**config.mk**
```make
export PLATFORM = sky130hd
export DESIGN_NAME = ysyx_cdb_arbiter_flat
export DESIGN_NICKNAME = d
export VERILOG_FILES = /design/src/rtl/ysyx_cdb_arbiter_if.sv /design/src/rtl/ysyx_cdb_arbiter.sv /design/src/flat_wrapper.sv
export SDC_FILE = /design/constraint.sdc
export NUM_CORES = 1
export LEC_CHECK = 0
export BUFFER_PORTS_ARGS = -buffer_cell sky130_fd_sc_hd__buf_2
export CAP_MARGIN = 20
export CORE_MARGIN = 10
export CORE_UTILIZATION = 30
export DETAILED_ROUTE_END_ITERATION = 16
export HOLD_SLACK_MARGIN = 0.15
export PLACE_DENSITY = 0.71
export REMOVE_ABC_BUFFERS = 1
export SLEW_MARGIN = 20
export SYNTH_ARGS = -nofsm -noshare
export SYNTH_HDL_FRONTEND = slang
export SYNTH_SLANG_ARGS = --single-unit
export TNS_END_PERCENT = 10
```
**constraint.sdc**
```tcl
create_clock -name clock -period 6.7 [get_ports clock]
set_clock_uncertainty 0.2 [all_clocks]
set_input_delay 1.005 -clock clock [delete_from_list [all_inputs] [get_ports clock]]
set_output_delay 1.005 -clock clock [all_outputs]
set_load 0.01 [all_outputs]
```
**src/rtl/ysyx_cdb_arbiter_if.sv**
```systemverilog
// Common-data-bus bundle: per-unit completion requests in, one registered broadcast out.
// master is the arbiter side, slave is the execution-unit / ROB side.
interface ysyx_cdb_arbiter_if #(
    parameter int N_REQ = 3,
    parameter int TAG_W = 5,
    parameter int XLEN  = 32
);
    localparam int SRC_W = $clog2(N_REQ);

    logic [N_REQ-1:0]       req_valid;
    logic [N_REQ-1:0]       req_ready;
    logic [N_REQ*TAG_W-1:0] req_dest;
    logic [N_REQ*XLEN-1:0]  req_result;
    logic [N_REQ*XLEN-1:0]  req_npc;
    logic [N_REQ-1:0]       req_pc_chg;

    logic                   cdb_valid;
    logic                   cdb_ready;
    logic [TAG_W-1:0]       cdb_dest;
    logic [XLEN-1:0]        cdb_result;
    logic [XLEN-1:0]        cdb_npc;
    logic                   cdb_pc_chg;
    logic [SRC_W-1:0]       cdb_src;

    modport master (
        input  req_valid, req_dest, req_result, req_npc, req_pc_chg, cdb_ready,
        output req_ready, cdb_valid, cdb_dest, cdb_result, cdb_npc, cdb_pc_chg, cdb_src
    );

    modport slave (
        output req_valid, req_dest, req_result, req_npc, req_pc_chg, cdb_ready,
        input  req_ready, cdb_valid, cdb_dest, cdb_result, cdb_npc, cdb_pc_chg, cdb_src
    );
endinterface

```
**src/rtl/ysyx_cdb_arbiter.sv**
```systemverilog
// Round-robin arbiter sharing the common data bus among N_REQ execution units,
// with a one-entry registered broadcast stage toward the ROB / wakeup logic.
module ysyx_cdb_arbiter #(
    parameter int N_REQ = 3,
    parameter int TAG_W = 5,
    parameter int XLEN  = 32
) (
    input  logic               clock,
    input  logic               reset,
    input  logic               flush,
    ysyx_cdb_arbiter_if.master bus
);
    localparam int SRC_W = $clog2(N_REQ);

    logic [SRC_W-1:0] rr_q, rr_d;
    logic             cdb_valid_q, cdb_valid_d;
    logic [TAG_W-1:0] dest_q, dest_d;
    logic [XLEN-1:0]  result_q, result_d;
    logic [XLEN-1:0]  npc_q, npc_d;
    logic             pc_chg_q, pc_chg_d;
    logic [SRC_W-1:0] src_q, src_d;

    logic [TAG_W-1:0] dest_a   [N_REQ];
    logic [XLEN-1:0]  result_a [N_REQ];
    logic [XLEN-1:0]  npc_a    [N_REQ];

    for (genvar i = 0; i < N_REQ; i++) begin : g_unpack
        assign dest_a[i]   = bus.req_dest[i*TAG_W +: TAG_W];
        assign result_a[i] = bus.req_result[i*XLEN +: XLEN];
        assign npc_a[i]    = bus.req_npc[i*XLEN +: XLEN];
    end

    logic             free;
    logic             found;
    logic [SRC_W-1:0] gidx;
    logic [SRC_W:0]   scan;
    logic [N_REQ-1:0] grant;

    // Scan from rr_q upward with wrap; the extra bit of scan absorbs the carry before wrapping.
    always_comb begin
        free  = !cdb_valid_q || bus.cdb_ready;
        found = 1'b0;
        gidx  = '0;
        scan  = '0;
        for (int k = 0; k < N_REQ; k++) begin
            scan = {1'b0, rr_q} + (SRC_W+1)'(k);
            if (scan >= (SRC_W+1)'(N_REQ)) begin
                scan = scan - (SRC_W+1)'(N_REQ);
            end
            if (!found && bus.req_valid[scan[SRC_W-1:0]]) begin
                found = 1'b1;
                gidx  = scan[SRC_W-1:0];
            end
        end
        grant = '0;
        if (free && !flush && found) begin
            grant[gidx] = 1'b1;
        end
    end

    // Flush outranks both a ROB accept and a fresh grant; pointer only moves on a real grant.
    always_comb begin
        cdb_valid_d = cdb_valid_q;
        dest_d      = dest_q;
        result_d    = result_q;
        npc_d       = npc_q;
        pc_chg_d    = pc_chg_q;
        src_d       = src_q;
        rr_d        = rr_q;
        if (flush) begin
            cdb_valid_d = 1'b0;
        end else if (|grant) begin
            cdb_valid_d = 1'b1;
            dest_d      = dest_a[gidx];
            result_d    = result_a[gidx];
            npc_d       = npc_a[gidx];
            pc_chg_d    = bus.req_pc_chg[gidx];
            src_d       = gidx;
            rr_d        = (gidx == SRC_W'(N_REQ-1)) ? '0 : gidx + 1'b1;
        end else if (bus.cdb_ready) begin
            cdb_valid_d = 1'b0;
        end
    end

    always_ff @(posedge clock) begin
        if (reset) begin
            cdb_valid_q <= 1'b0;
            dest_q      <= '0;
            result_q    <= '0;
            npc_q       <= '0;
            pc_chg_q    <= 1'b0;
            src_q       <= '0;
            rr_q        <= '0;
        end else begin
            cdb_valid_q <= cdb_valid_d;
            dest_q      <= dest_d;
            result_q    <= result_d;
            npc_q       <= npc_d;
            pc_chg_q    <= pc_chg_d;
            src_q       <= src_d;
            rr_q        <= rr_d;
        end
    end

    assign bus.req_ready  = grant;
    assign bus.cdb_valid  = cdb_valid_q;
    assign bus.cdb_dest   = dest_q;
    assign bus.cdb_result = result_q;
    assign bus.cdb_npc    = npc_q;
    assign bus.cdb_pc_chg = pc_chg_q;
    assign bus.cdb_src    = src_q;
endmodule
```
**src/flat_wrapper.sv**
```systemverilog
// flat-port wrapper written by rule: the top's interface ports become plain ports
module ysyx_cdb_arbiter_flat 
#(
    parameter int N_REQ = 3,
    parameter int TAG_W = 5,
    parameter int XLEN  = 32
)
  (clock, reset, flush, bus_req_valid, bus_req_dest, bus_req_result, bus_req_npc, bus_req_pc_chg, bus_cdb_ready, bus_req_ready, bus_cdb_valid, bus_cdb_dest, bus_cdb_result, bus_cdb_npc, bus_cdb_pc_chg, bus_cdb_src);
  ysyx_cdb_arbiter_if #(.N_REQ(N_REQ), .TAG_W(TAG_W), .XLEN(XLEN)) bus_i ();
  input  logic clock;
  input  logic reset;
  input  logic flush;
  input wire logic [$bits(bus_i.req_valid)-1:0] bus_req_valid;
  input wire logic [$bits(bus_i.req_dest)-1:0] bus_req_dest;
  input wire logic [$bits(bus_i.req_result)-1:0] bus_req_result;
  input wire logic [$bits(bus_i.req_npc)-1:0] bus_req_npc;
  input wire logic [$bits(bus_i.req_pc_chg)-1:0] bus_req_pc_chg;
  input wire logic [$bits(bus_i.cdb_ready)-1:0] bus_cdb_ready;
  output wire logic [$bits(bus_i.req_ready)-1:0] bus_req_ready;
  output wire logic [$bits(bus_i.cdb_valid)-1:0] bus_cdb_valid;
  output wire logic [$bits(bus_i.cdb_dest)-1:0] bus_cdb_dest;
  output wire logic [$bits(bus_i.cdb_result)-1:0] bus_cdb_result;
  output wire logic [$bits(bus_i.cdb_npc)-1:0] bus_cdb_npc;
  output wire logic [$bits(bus_i.cdb_pc_chg)-1:0] bus_cdb_pc_chg;
  output wire logic [$bits(bus_i.cdb_src)-1:0] bus_cdb_src;
  assign bus_i.req_valid = bus_req_valid;
  assign bus_i.req_dest = bus_req_dest;
  assign bus_i.req_result = bus_req_result;
  assign bus_i.req_npc = bus_req_npc;
  assign bus_i.req_pc_chg = bus_req_pc_chg;
  assign bus_i.cdb_ready = bus_cdb_ready;
  assign bus_req_ready = bus_i.req_ready;
  assign bus_cdb_valid = bus_i.cdb_valid;
  assign bus_cdb_dest = bus_i.cdb_dest;
  assign bus_cdb_result = bus_i.cdb_result;
  assign bus_cdb_npc = bus_i.cdb_npc;
  assign bus_cdb_pc_chg = bus_i.cdb_pc_chg;
  assign bus_cdb_src = bus_i.cdb_src;
  ysyx_cdb_arbiter #(.N_REQ(N_REQ), .TAG_W(TAG_W), .XLEN(XLEN)) u_core (.clock(clock), .reset(reset), .flush(flush), .bus(bus_i));
endmodule
```
==> metrics, run 1 <==
Fillers=1367; largest net degree at the start of global routing=72; Unique masters post-synth=43; critical path type=reg -> out; first-pass GRT wire length=26450 um; FMAX=0.2479 GHz; worst r2r src=u_core.rr_q[1]; Worst EP required=5490 ps; Pwr Density=407.0 mW/mm^2; Util after Layout=43.70%; Hold WS=276.8 ps; PostCTS Resize Cnt=0; die width=136.2 um; GPL Wtd Cong=0.8712; Gate power share=50.3%; crit share post-route=60.20%; Post-CTS Hold Fix Bufs=0; Leak=2.738 nW; register area share after synthesis=37.09%; chip height=136.2 um; top cells by count, synth=dfxtp_1, a21oi_1, a221o_1, nand3_1, o21ai_0; initial antenna violation count=0; Core Footprint=0.01324 mm^2; top-count cell post-synth=dfxtp_1; Sw Share=43.36%; CP Launch Type=flop; root buffer cell=clkbuf_16; Slew @ Worst Pin=867.8 ps; flop2flop setup slack=3080 ps; synthesized area per cell=8.575 um^2; WHS Path Cells=1; vias in the first global route=4912; WHS Endpoint=u_core.bus.cdb_result[17]; routed wire length=17650 um; top-area cell type share of the netlist area=37.09%; Post-synth EDFFs=0; placed cell area=0.005484 mm^2; Setup Buffers After CTS=0; Peak VDD IR=0.2383 mV; Bufs on Longest Clock Path=2; Hold Path Origin=u_core.bus.cdb_result[17]; Final Max Tran Viols=0; Post-Syn Area=0.004048 mm^2; Finished Cell Area=0.005787 mm^2; Area contributors post-synth=dfxtp_1, a221o_1, a21oi_1; Switching Power=1.021 mW; RSZ-0062 raised after global routing=false; Reg2Reg Depth=9; final hold violations=0; # diodes=0; area leader, netlist=dfxtp_1; TNS Setup=0 ps; starting DRC count in detailed routing=353; htree depth=3; drt drc=0; Layout area overhead=42.97%; detailed-route vias per instance=5.467; TritonCTS clock tree=built; Final Critical Period=4034 ps; Yosys reg bits=75; Internal Power=1.334 mW; crit path capture type=output pin; cts bufs inserted=9; Clock Sinks=75; asr flop ratio synth=0%; Reg-to-Reg End=u_core.bus.cdb_result[24]; Worst Path Max Fanout=35; Synth Instances=472; layout cells sized above 1=44.49%; status=finished, final reports clean; Primary FF master, synth=dfxtp_1; I/O pins=293; drt pass-1 iters=4; Max-slew headroom=42.01%; Worst-Skew Late Latency=330 ps; Die Footprint=0.01854 mm^2; post-route ant nets=0; Critical Path AT=2830 ps; Final setup viols=0; power share of the clock group=20.8%; Port Buffers=292; total power draw=2.355 mW; Initial Utilization=30.57%; Rows=42; max-cap violation count=0; worst hold path type=reg -> reg; Post-DP HPWL=12930 um; detailed-route via count=4980; WL per Instance=19.37 um; Worst-path clk slew=50 ps; All-Layer GR Usage=17.64%; sequential share of power=28.9%; Syn. warnings=0; total grt overflow=0; nets@finish=951
## worst max-delay path, stage by stage (launching register included)
cell and delay [ps]:
dfxtp_1 380, inv_1 80, ha_1 300, or3b_1 440
a21oi_4 710, nor2_1 240, nor3_1 180, buf_2 170
## cell type report
cell class	instances	area [um^2]	share of cell area, %
clock buffers	10	239.0	4.130
clock inverters	6	63.81	1.103
inverters	5	18.77	0.3243
multi-input cells	339	2222	38.40
flip-flops and latches	75	1501	25.95
well taps	176	220.2	3.805
repair buffers	300	1521	26.29
## through the flow
stage,cells,worst slack (ps)
2_1_floorplan,419,1280
3_3_place_gp,895,2675
3_5_place_dp,895,2707
4_1_cts,911,2665
5_1_grt,911,2368
6_report,911,2666
## per-layer routing
| layer | up-vias | track usage (%) | share of wire (%) |
|---|---|---|---|
| met2 | 293 | 29.18 | 48 |
| met3 | 24 | 5.978 | 11 |
| met5 | - | 0 | 0 |
| met1 | 2298 | 20.83 | 39 |
| met4 | 0 | 6.154 | 1.9 |
| li1 | 2365 | - | - |
## power groups by stage
stage	clock network [mW]	registers [mW]	logic, mW
CTS	0.506	0.680	1.19
detailed placement	0	0.685	1.18
floorplan	0	0.749	0.640
global placement	0	0.685	1.18
global route	0.525	0.697	1.30
finish	0.490	0.682	1.18
## worst max-delay path by stage
stage	to	slack [ps]	start
after floorplan	u_core.bus.cdb_dest[0]	1280	bus_req_valid[0]
after global placement	bus_req_ready[2]	2680	bus_req_valid[0]
after detailed placement	bus_req_ready[2]	2710	bus_req_valid[0]
after CTS	bus_req_ready[2]	2660	u_core.rr_q[0]
after global routing	bus_req_ready[2]	2370	u_core.rr_q[0]
final	bus_req_ready[2]	2670	u_core.rr_q[1]
## flip-flops by register name (all words and copies together) (netlist names)
register	count
u_core.rr_q	2
u_core.bus.cdb_dest	5
u_core.bus.cdb_pc_chg	1
u_core.bus.cdb_valid	1
u_core.bus.cdb_src	2
u_core.bus.cdb_npc	32
u_core.bus.cdb_result	32
## cell usage in the layout (no fill, tap or decap), drive strengths merged, types with 2 or more instances in the layout
| cell | n |
|---|---|
| nor2b | 2 |
| mux2i | 4 |
| clkinvlp | 2 |
| buf | 300 |
| nand3 | 70 |
| nand2 | 5 |
| a21oi | 74 |
| o21ai | 70 |
| nor3 | 5 |
| clkbuf | 10 |
| inv | 6 |
| nor2 | 9 |
| dfxtp | 75 |
| a22o | 2 |
| clkinv | 2 |
| ha | 4 |
| a221o | 70 |
| nand2b | 3 |
| nand3b | 2 |
## cells by family (layout without fill, tap and decap cells)
family / count (synthesis) / in the layout / synth area share (%)
and+or+nand+nor: 102 / 102 / 13.14
adders and majority gates: 4 / 4 / 1.237
buffers and inverters: 58 / 321 / 8.408
DFF: 75 / 75 / 37.09
muxes: 4 / 4 / 0.9892
AOI/OAI and AO/OA: 229 / 229 / 39.14
No activity file was read; power rests on OpenSTA's default activity.
==> run 2: changes to the inputs <==
Settings changed: PLACE_DENSITY 0.71 to 0.74.
Clock period 6.7 ns to 3.5 ns, I/O delays scaled along.
==> run 2 against run 1 <==
  * Clock-buffer cell count increased by 1
  * Sequential cell count unchanged
  * Die area unchanged
  * Combinational power increased by 98%
  * Design area increased by 1.1%
  * Worst hold slack got worse by 70 ps
  * Worst setup slack got worse by 2500 ps
  * Sequential share of layout area decreased by 0.29 points
  * Critical path depth increased by 1
  * Global-route usage increased by 0.35 points
  * Routed wire length increased by 1.6%
==> metrics, run 2 (synthesis gave the netlist of run 1 again) <==
All-Layer GR Usage=17.99% (was 17.64%); Hold WS=206.4 ps (was 276.8 ps); Post-DP HPWL=13340 um (was 12930 um); Bufs on Longest Clock Path=2 (unchanged); htree depth=3 (unchanged); Worst-Skew Late Latency=330 ps (about the same); TNS Setup=0 ps (unchanged); Final Max Tran Viols=0 (unchanged); largest net degree at the start of global routing=72 (unchanged); detailed-route vias per instance=5.493 (was 5.467); most frequent cells in the layout=buf_2, dfxtp_1, a21oi_1 (unchanged); final hold violations=0 (unchanged); total grt overflow=0 (unchanged); Die Footprint=0.01854 mm^2 (unchanged); Post-CTS Hold Fix Bufs=0 (unchanged); crit share post-route=94.58%; first-pass GRT wire length=27040 um (was 26450 um); Port Buffers=292 (unchanged); Final Critical Period=3310 ps; root buffer cell=clkbuf_16 (unchanged); Peak VDD IR=0.3803 mV (was 0.2383 mV); FMAX=0.3021 GHz; Slew @ Worst Pin=543.0 ps (was 867.8 ps); worst hold path type=in -> reg (was reg -> reg); total power draw=4.596 mW (was 2.355 mW); I/O pins=293 (unchanged); max-cap violation count=0 (unchanged); chip height=136.2 um (unchanged); detailed-route via count=5026 (was 4980); drt pass-1 iters=5 (was 4); Initial Utilization=30.57% (unchanged); Setup Buffers After CTS=0 (unchanged); Clock Sinks=75 (unchanged); layout cells sized above 1=45.06% (was 44.49%); die width=136.2 um (unchanged); Max-slew headroom=63.80% (was 42.01%); GPL Wtd Cong=0.8520 (was 0.8712); Leak=2.762 nW (was 2.738 nW); Critical Path AT=2590 ps (was 2830 ps); # diodes=0 (unchanged); Final setup viols=0 (unchanged); WL per Instance=19.60 um (was 19.37 um); drt drc=0 (unchanged); RSZ-0062 raised after global routing=false (unchanged); Worst-path clk slew=60 ps (was 50 ps); crit path capture type=output pin (unchanged); routed wire length=17930 um (was 17650 um); critical path type=reg -> out (unchanged); post-route ant nets=0 (unchanged); Pwr Density=785.3 mW/mm^2 (was 407.0 mW/mm^2); Worst EP required=2770 ps (was 5490 ps); initial antenna violation count=0 (unchanged); vias in the first global route=4979 (was 4912); Fillers=1357 (was 1367); Worst Path Max Fanout=17 (was 35); TritonCTS clock tree=built (unchanged); CP Launch Type=flop (unchanged); status=finished, final reports clean (unchanged); Layout area overhead=44.61% (was 42.97%); commonest non-fill, non-tap cell in the layout=buf_2 (unchanged); nets@finish=955 (was 951); cts bufs inserted=9 (unchanged); Util after Layout=44.20% (was 43.70%); starting DRC count in detailed routing=286 (was 353); Rows=42 (unchanged); Core Footprint=0.01324 mm^2 (unchanged)
-- run 2: cell count changes in the layout (fill, tap and decap cells not counted) --
cell / previous run / this run
clkbuf_1: 0 / 1
a21oi_2: 0 / 1
mux2i_2: 0 / 1
nor2_2: 1 / 2
clkinvlp_4: 2 / 3
mux2i_1: 4 / 3
a21oi_1: 73 / 72
clkinv_2: 2 / 0
buf_12: 0 / 2
nor2_1: 7 / 6
buf_4: 8 / 10
-- run 2: metal layers --
metal / global-route usage (%) / routed length (um)
met5: 0 / 0
met4: 4.852 / 280
met3: 6.642 / 2238
met2: 30.24 / 8612
met1: 21.05 / 6800
-- run 2: final timing paths --
check                                    to                   from  slack [ps]  cells after the start
setup reg to reg  u_core.bus.cdb_result[28]         u_core.rr_q[0]         410                      9
hold reg to reg       u_core.bus.cdb_pc_chg  u_core.bus.cdb_pc_chg         280                      1
setup / recovery           bus_req_ready[2]         u_core.rr_q[0]         190                      8
hold / removal    u_core.bus.cdb_result[10]     bus_req_result[74]         210                      2
-- run 2: worst max-delay path, cell delays in order (launching register included) --
cell     delay, ps
dfxtp_1        380
inv_1           90
ha_1           410
nand2_1        100
o22a_1         260
o311a_2        530
nor2_2         240
nor3_1          70
buf_2          170
-- run 2: timing repair --
action / 4_1_cts / 5_1_grt
endpoints found under the hold margin: 0 / 0
gates resized for setup: 0 / 3
endpoints found under the setup margin: 0 / 2
-- run 2: stage by stage --
stage                     area (um^2)  setup WS (ps)  cells
after floorplan                  3726          -1654    419
after global placement           5539          538.9    899
after detailed placement         5539          391.0    899
after CTS                        5843          100.9    915
after global routing             5853          57.05    915
final                            5853          189.8    915
-- run 2: report_power, final --
group          internal, mW  total, mW  switching (mW)
Clock                 0.574      0.954           0.379
Sequential             1.14       1.30           0.154
Combinational         0.894       2.34            1.45
Total                  2.61       4.60            1.98
-- run 2: area by class of cell --
| class | count | area, um^2 | area share, % |
|---|---|---|---|
| clock buffers | 11 | 242.7 | 4.147 |
| repair buffers | 304 | 1577 | 26.93 |
| multi-input cells | 339 | 2232 | 38.14 |
| well taps | 176 | 220.2 | 3.762 |
| inverters | 5 | 18.77 | 0.3207 |
| flip-flops and latches | 75 | 1501 | 25.65 |
| clock inverters | 5 | 61.31 | 1.047 |
